[config.mk]
export PLATFORM = sky130hd
export DESIGN_NAME = sram_port_arb
export DESIGN_NICKNAME = d
export VERILOG_FILES = /design/src/rtl/sram_port_arb_pkg.sv /design/src/rtl/sram_port_arb_rr.sv /design/src/rtl/sram_port_arb.sv
export SDC_FILE = /design/constraint.sdc
export NUM_CORES = 1
export LEC_CHECK = 0
export ABC_AREA = 1
export CELL_PAD_IN_SITES_DETAIL_PLACEMENT = 0
export CELL_PAD_IN_SITES_GLOBAL_PLACEMENT = 1
export CORE_AREA = 2 2 293 295
export CTS_BUF_LIST = sky130_fd_sc_hd__clkbuf_16
export DETAILED_ROUTE_END_ITERATION = 8
export DIE_AREA = 0 0 295 297
export GPL_ROUTABILITY_DRIVEN = 1
export PLACE_DENSITY = 0.42
export SYNTH_ARGS = -nofsm -noshare
export SYNTH_HDL_FRONTEND = slang
export SYNTH_HIERARCHICAL = 1
export SYNTH_SLANG_ARGS = --single-unit
[constraint.sdc]
create_clock -name clk -period 1.8 [get_ports clk]
set_input_delay 0.36 -clock clk [delete_from_list [all_inputs] [get_ports clk]]
set_output_delay 0.36 -clock clk [all_outputs]
set_load 0.03 [all_outputs]
[src/rtl/sram_port_arb_pkg.sv]
// rtl/sram_port_arb_pkg.sv - shared constants, request record and round-robin pick for sram_port_arb
package sram_port_arb_pkg;
    localparam int ADDR_W       = 14;
    localparam int DATA_W       = 128;
    localparam int BE_W         = DATA_W / 8;
    localparam int NUM_REQ      = 2;
    localparam int MAX_LOCK_DEF = 8;

    typedef struct packed {
        logic              we;
        logic [ADDR_W-1:0] addr;
        logic [DATA_W-1:0] wdata;
        logic [BE_W-1:0]   be;
    } req_t;

    // Lone requester wins outright; on contention the pointer decides.
    function automatic logic rr_pick(input logic [NUM_REQ-1:0] valid, input logic ptr);
        if (valid == 2'b11) begin
            return ptr;
        end
        return valid[1];
    endfunction
endpackage

[src/rtl/sram_port_arb_rr.sv]
// rtl/sram_port_arb_rr.sv - 2-way round-robin pointer with bounded lock hold
module sram_port_arb_rr
    import sram_port_arb_pkg::*;
#(
    parameter int MAX_LOCK = MAX_LOCK_DEF
) (
    input  logic               clk,
    input  logic               rst,
    input  logic [NUM_REQ-1:0] valid_i,
    input  logic [NUM_REQ-1:0] lock_i,
    output logic [NUM_REQ-1:0] grant_o,
    output logic               grant_vld_o
);
    localparam int CNT_W = (MAX_LOCK > 1) ? $clog2(MAX_LOCK) : 1;
    localparam logic [CNT_W-1:0] CNT_MAX = CNT_W'(MAX_LOCK - 1);

    logic             ptr_q, ptr_d;
    logic             last_q, last_d;
    logic [CNT_W-1:0] cnt_q, cnt_d;
    logic [CNT_W-1:0] base;
    logic             gidx;

    always_comb begin
        gidx        = rr_pick(valid_i, ptr_q);
        grant_vld_o = (|valid_i) & ~rst;
        grant_o     = grant_vld_o ? (NUM_REQ'(1) << gidx) : '0;
        // Hold count only carries over while the same requester keeps winning.
        base        = (gidx == last_q) ? cnt_q : '0;
        ptr_d       = ptr_q;
        last_d      = last_q;
        cnt_d       = cnt_q;
        if (grant_vld_o) begin
            last_d = gidx;
            if (lock_i[gidx] && (base < CNT_MAX)) begin
                ptr_d = gidx;
                cnt_d = base + 1'b1;
            end else begin
                ptr_d = ~gidx;
                // Uncontended locked streams saturate instead of restarting the hold.
                cnt_d = (lock_i[gidx] && !valid_i[~gidx]) ? base : '0;
            end
        end
    end

    always_ff @(posedge clk) begin
        if (rst) begin
            ptr_q  <= 1'b0;
            last_q <= 1'b0;
            cnt_q  <= '0;
        end else begin
            ptr_q  <= ptr_d;
            last_q <= last_d;
            cnt_q  <= cnt_d;
        end
    end
endmodule

[src/rtl/sram_port_arb.sv]
// rtl/sram_port_arb.sv - CPU/loader arbiter in front of the single-port SRAM
// Optional perf counters enabled by SRAM_PORT_ARB_PERF_EN.
module sram_port_arb
    import sram_port_arb_pkg::*;
#(
    parameter int MAX_LOCK = MAX_LOCK_DEF
) (
    input  logic                  clk,
    input  logic                  rst,
    input  logic [NUM_REQ-1:0]    req_valid,
    input  logic [NUM_REQ-1:0]    req_lock,
    input  logic [NUM_REQ-1:0]    req_we,
    input  logic [2*ADDR_W-1:0]   req_addr,
    input  logic [2*DATA_W-1:0]   req_wdata,
    input  logic [2*BE_W-1:0]     req_be,
    output logic [NUM_REQ-1:0]    req_ready,
    output logic [NUM_REQ-1:0]    rsp_valid,
    output logic [DATA_W-1:0]     rsp_rdata,
    output logic                  sram_en,
    output logic                  sram_we,
    output logic [ADDR_W-1:0]     sram_addr,
    output logic [DATA_W-1:0]     sram_wdata,
    output logic [BE_W-1:0]       sram_be,
`ifdef SRAM_PORT_ARB_PERF_EN
    output logic [31:0]           perf_grant0,
    output logic [31:0]           perf_grant1,
    output logic [31:0]           perf_conflict,
`endif
    input  logic [DATA_W-1:0]     sram_rdata
);
    req_t               reqs [NUM_REQ];
    req_t               sel;
    logic [NUM_REQ-1:0] grant;
    logic               grant_vld;
    logic [NUM_REQ-1:0] rsp_vld_q, rsp_vld_d;

    sram_port_arb_rr #(.MAX_LOCK(MAX_LOCK)) u_rr (
        .clk        (clk),
        .rst        (rst),
        .valid_i    (req_valid),
        .lock_i     (req_lock),
        .grant_o    (grant),
        .grant_vld_o(grant_vld)
    );

    always_comb begin
        for (int i = 0; i < NUM_REQ; i++) begin
            reqs[i].we    = req_we[i];
            reqs[i].addr  = req_addr[i*ADDR_W +: ADDR_W];
            reqs[i].wdata = req_wdata[i*DATA_W +: DATA_W];
            reqs[i].be    = req_be[i*BE_W +: BE_W];
        end
        sel        = reqs[grant[1]];
        req_ready  = grant;
        sram_en    = grant_vld;
        sram_we    = grant_vld & sel.we;
        sram_addr  = sel.addr;
        sram_wdata = sel.wdata;
        sram_be    = grant_vld ? sel.be : '0;
        // The grant vector doubles as the response tag for the next cycle.
        rsp_vld_d  = (grant_vld && !sel.we) ? grant : '0;
    end

    always_ff @(posedge clk) begin
        if (rst) begin
            rsp_vld_q <= '0;
        end else begin
            rsp_vld_q <= rsp_vld_d;
        end
    end

    // Masked by rst so a response in flight when reset hits is never seen.
    assign rsp_valid = rsp_vld_q & {NUM_REQ{~rst}};
    assign rsp_rdata = sram_rdata;

`ifdef SRAM_PORT_ARB_PERF_EN
    logic [31:0] perf_g0_q, perf_g1_q, perf_cf_q;

    always_ff @(posedge clk) begin
        if (rst) begin
            perf_g0_q <= '0;
            perf_g1_q <= '0;
            perf_cf_q <= '0;
        end else begin
            if (grant[0]) begin
                perf_g0_q <= perf_g0_q + 32'd1;
            end
            if (grant[1]) begin
                perf_g1_q <= perf_g1_q + 32'd1;
            end
            if (&req_valid) begin
                perf_cf_q <= perf_cf_q + 32'd1;
            end
        end
    end

    assign perf_grant0   = perf_g0_q;
    assign perf_grant1   = perf_g1_q;
    assign perf_conflict = perf_cf_q;
`endif
endmodule
==> results of run 1 <==
-- where the power goes --
| part | internal [W] | total [W] | leakage [nW] | switching [W] |
|---|---|---|---|---|
| registers | 0.000167 | 0.000173 | 0.0579 | 0.00000668 |
| clock network | 0.000289 | 0.000375 | 0.0423 | 0.0000855 |
| logic | 0.00195 | 0.00370 | 5.02 | 0.00175 |
-- worst max path at each step --
| stage | endpoint | slack (ps) | cells after the start | start |
|---|---|---|---|---|
| after global routing | sram_be[9] | -450 | 12 | u_rr/ptr_q |
| after CTS | sram_be[9] | -450 | 12 | u_rr/ptr_q |
| final | sram_wdata[92] | -360 | 12 | u_rr/ptr_q |
| after floorplan | sram_be[10] | -10 | 7 | req_valid[0] |
| after global placement | sram_wdata[103] | -750 | 10 | req_valid[0] |
| after detailed placement | sram_wdata[103] | -740 | 10 | req_valid[0] |
-- metrics by stage --
step                      std cells  power (W)  setup WS, ps
after floorplan                 720    0.00188         -14.8
after global placement         2266    0.00339          -750
after detailed placement       2266    0.00336          -736
after CTS                      2294    0.00420          -449
after global routing           2306    0.00449          -447
final                          2307    0.00425          -359
-- critical path, delay by kind of cell, from the launching register on --
| family | cells | cell delay (ps) |
|---|---|---|
| buffers and inverters | 7 | 860 |
| flip-flops | 1 | 300 |
| AND/OR/NAND/NOR | 5 | 350 |
-- area by class of cell --
class | instances | area (um^2)
flip-flops and latches | 7 | 141
diodes | 2 | 5.00
multi-input cells | 532 | 3020
repair buffers | 601 | 7210
repair inverters | 1 | 16.3
clock inverters | 1 | 3.75
well taps | 1144 | 1430
clock buffers | 3 | 75.1
fillers | 9668 | 72500
inverters | 16 | 81.3
-- logic make-up (layout without fill, tap and decap cells) --
family                     count (synthesis)  count (layout)
AOI/OAI and AO/OA                         20              20
xor gates and xnor gates                   1               1
adders and majority gates                  1               1
buffers and inverters                    181             622
DFF                                        7               7
other                                      0               2
and+or+nand+nor                          510             510
-- sequential cells by signal (all words and copies together) (netlist names) --
register	count
u_rr/ptr_q	1
u_rr/cnt_q	3
u_rr/last_q	1
rsp_vld_q	2
-- layer usage --
layer,up-vias,part of all wire (%),wire length (um)
met1,2698,38,14300
met4,16,1.4,541
met2,493,49,18500
met3,50,11,4060
li1,2921,-,-
met5,-,0.38,141
-- synthesized netlist by cell type --
master	n
nand3_1	6
clkbuf_2	2
clkbuf_1	1
nand2_1	451
dfxtp_1	7
o21ai_0	13
buf_4	140
nand2_4	1
nand2_2	6
inv_2	3
a21oi_1	2
inv_1	13
nand4_1	1
ha_1	1
xor2_1	1
nor2_1	45
a21oi_2	1
buf_2	21
buf_6	1
o21ai_1	4
-- timing repair --
item | CTS | global route
endpoints found under the setup margin | 167 | 162
pin swaps | 29 | 20
buffers inserted | 13 | 7
cloned | 12 | 7
gates resized for setup | 234 | 113
==> metrics.md, run 1 <==
| Metric | Value |
|---|---|
| Gate Count Post-Synth | `a little over 700` |
| Remaining Overflow, GRT | `0` |
| Worst slew pin tran | `between 200 and 250 ps` |
| Gr usage total | `about 7.8%` |
| # setup viols final | `160` |
| Largest cells by area after synthesis | `nand2_1 (49%), buf_4 (30%), nor2_1 (4.9%)` |
| Skew final | `1.60 ps` |
| Core Area | `0.0845 mm^2` |
| Setup ws final | `-359 ps` |
| Most frequent cells in the layout | `clkdlybuf4s50_1 (320), nand2_1 (241), nand2_2 (155), buf_6 (100), buf_12 (82)` |
| Layout Nets | `1,615` |
| Reg2reg path depth | `13` |
| Largest net degree at the start of global routing | `26` |
| Sink Count | `7` |
| Violated checks | `negative setup slack` |
| Max-cap violations | `0` |
| Max Clock Freq | `463 MHz` |
| Finished Cell Area | `0.0120 mm^2` |
| Worst-Skew Late Latency | `roughly 230 ps` |
| Hold Buf Count CTS | `0` |
| Final WL | `37,600 um` |
| CTS clk-pin slew, worst paths | `40 ps` |
| Vias in the first global route | `6,600` |
| Flops & latches, synth | `7` |
| DRC | `0` |
| Largest family of logic cells by synthesized area | `simple AND/OR/NAND/NOR gates` |
| Hold WC Path Type | `in2reg` |
| Worst r2r src | `u_rr/ptr_q` |
| Cts bufs inserted | `3` |
| RR Endpoint | `u_rr/cnt_q[2]` |
| Syn_nets | `1,173` |
| CTS root buffer | `clkbuf_16` |
| Min-delay src | `rst` |
| M2 GR Usage | `14.5%` |
| Slowest-stage cell, CP | `dfxtp_2` |
| I/O pins | `744` |
| Met3 Usage GRT | `3.12%` |
| CP Capture Type | `output pin` |
| Mux contribution to synthesized area | `0%` |
| Area leader, netlist | `nand2_1` |
| Startpoint types | `flip-flop` |
| Die height | `roughly 300 um` |
| Hold Fails Final Rpt | `0` |
| RSZ-0062 raised after global routing | `true` |
| Final Cycle Share | `120%` |
| Initial Util | `4.09%` |
| Antenna violations before repair | `11` |
| Area Growth Syn to Fin | `247%` |
| CP max FO | `6` |
| Via density | `2.68` |
| WHS Endpoint | `u_rr/cnt_q[1]` |
| Mean Syn Cell Area | `4.80 um^2` |
| Simple-Gate Fraction of Synth Area | `56.4%` |
| Leakage | `5.12 nW` |
| First-pass GRT wire length | `48,400 um` |
| DP Area | `0.0101 mm^2` |
| Commonest non-fill, non-tap cell in the layout | `clkdlybuf4s50_1` |
| Num rows | `107` |
| Final core utilization | `14.2%` |
| First drt pass iteration count | `6` |
| Required time of the critical path | `between 1000 and 1500 ps` |
| Cell Chain, Critical Path | `inv_2 -> nand2_4 -> nand2_4 -> nor2_4 -> buf_12 -> buf_12 -> inv_16 -> buf_16 -> buf_12 -> nand2_1 -> nand2_2 -> buf_12` |
| Detailed Place HPWL | `just over 30,000 um` |
| Final ANT Viol Nets | `0` |
| Largest stage delay, worst path | `300 ps` |
| Synth unique cells | `20` |
| Hold Slack | `481 ps` |
| Via count | `6,178` |
| Sequential area share after synthesis | `between 4 and 5%` |
| Status | `finished with violations` |
| Xor/xnor cell area share of the yosys netlist | `0.254%` |
| P per Cell Area | `approximately 350 mW/mm^2` |
| CTS tree | `built` |
| Critical path class | `reg2out` |
| # port buffers | `between 400 and 500` |
| Ratio of cells with drive above 1 in the final layout | `46.6%` |
| Die Footprint | `0.0876 mm^2` |
| Hold path cells | `3` |
| Horiz. Die Dim | `295 um` |
| Maximum vdd drop | `0.000330 V` |
| Clock Path Buffers | `2` |
| Post-Syn Area | `0.00345 mm^2` |
| RePlAce Congestion | `0.786` |
| Global routing usage on met1 | `8.39%` |
| Post-synthesis compound-gate area fraction | `3.01%` |
| Warning count from the yosys run | `6` |
| Initial DRC count | `101` |
| Adder-cell share of the synthesized area | `0.362%` |
| Setup TNS | `-40,980 ps` |
| Gr busiest metal | `met2` |
| CTS HTree Levels | `1` |
| Worst Path Arrival | `~1800 ps` |
| Rel. slew slack | `83.4%` |
| Top cell type's share of synthesized area | `49.0%` |
| Drt wl/cell | `16.3 um` |
| Fin crit period | `2160 ps` |
| Final slew viol count | `0` |
| CP dominant cell by count | `buf_12` |
| Flop2flop setup slack | `250 ps` |
Note: power is estimated with default switching activity, not from simulation.
==> inputs of run 2 (changes only) <==
Settings changed: HOLD_SLACK_MARGIN set to 0.15.
==> results of run 2 <==
The final DEF is identical to that of run 1; final timing and power are the same.
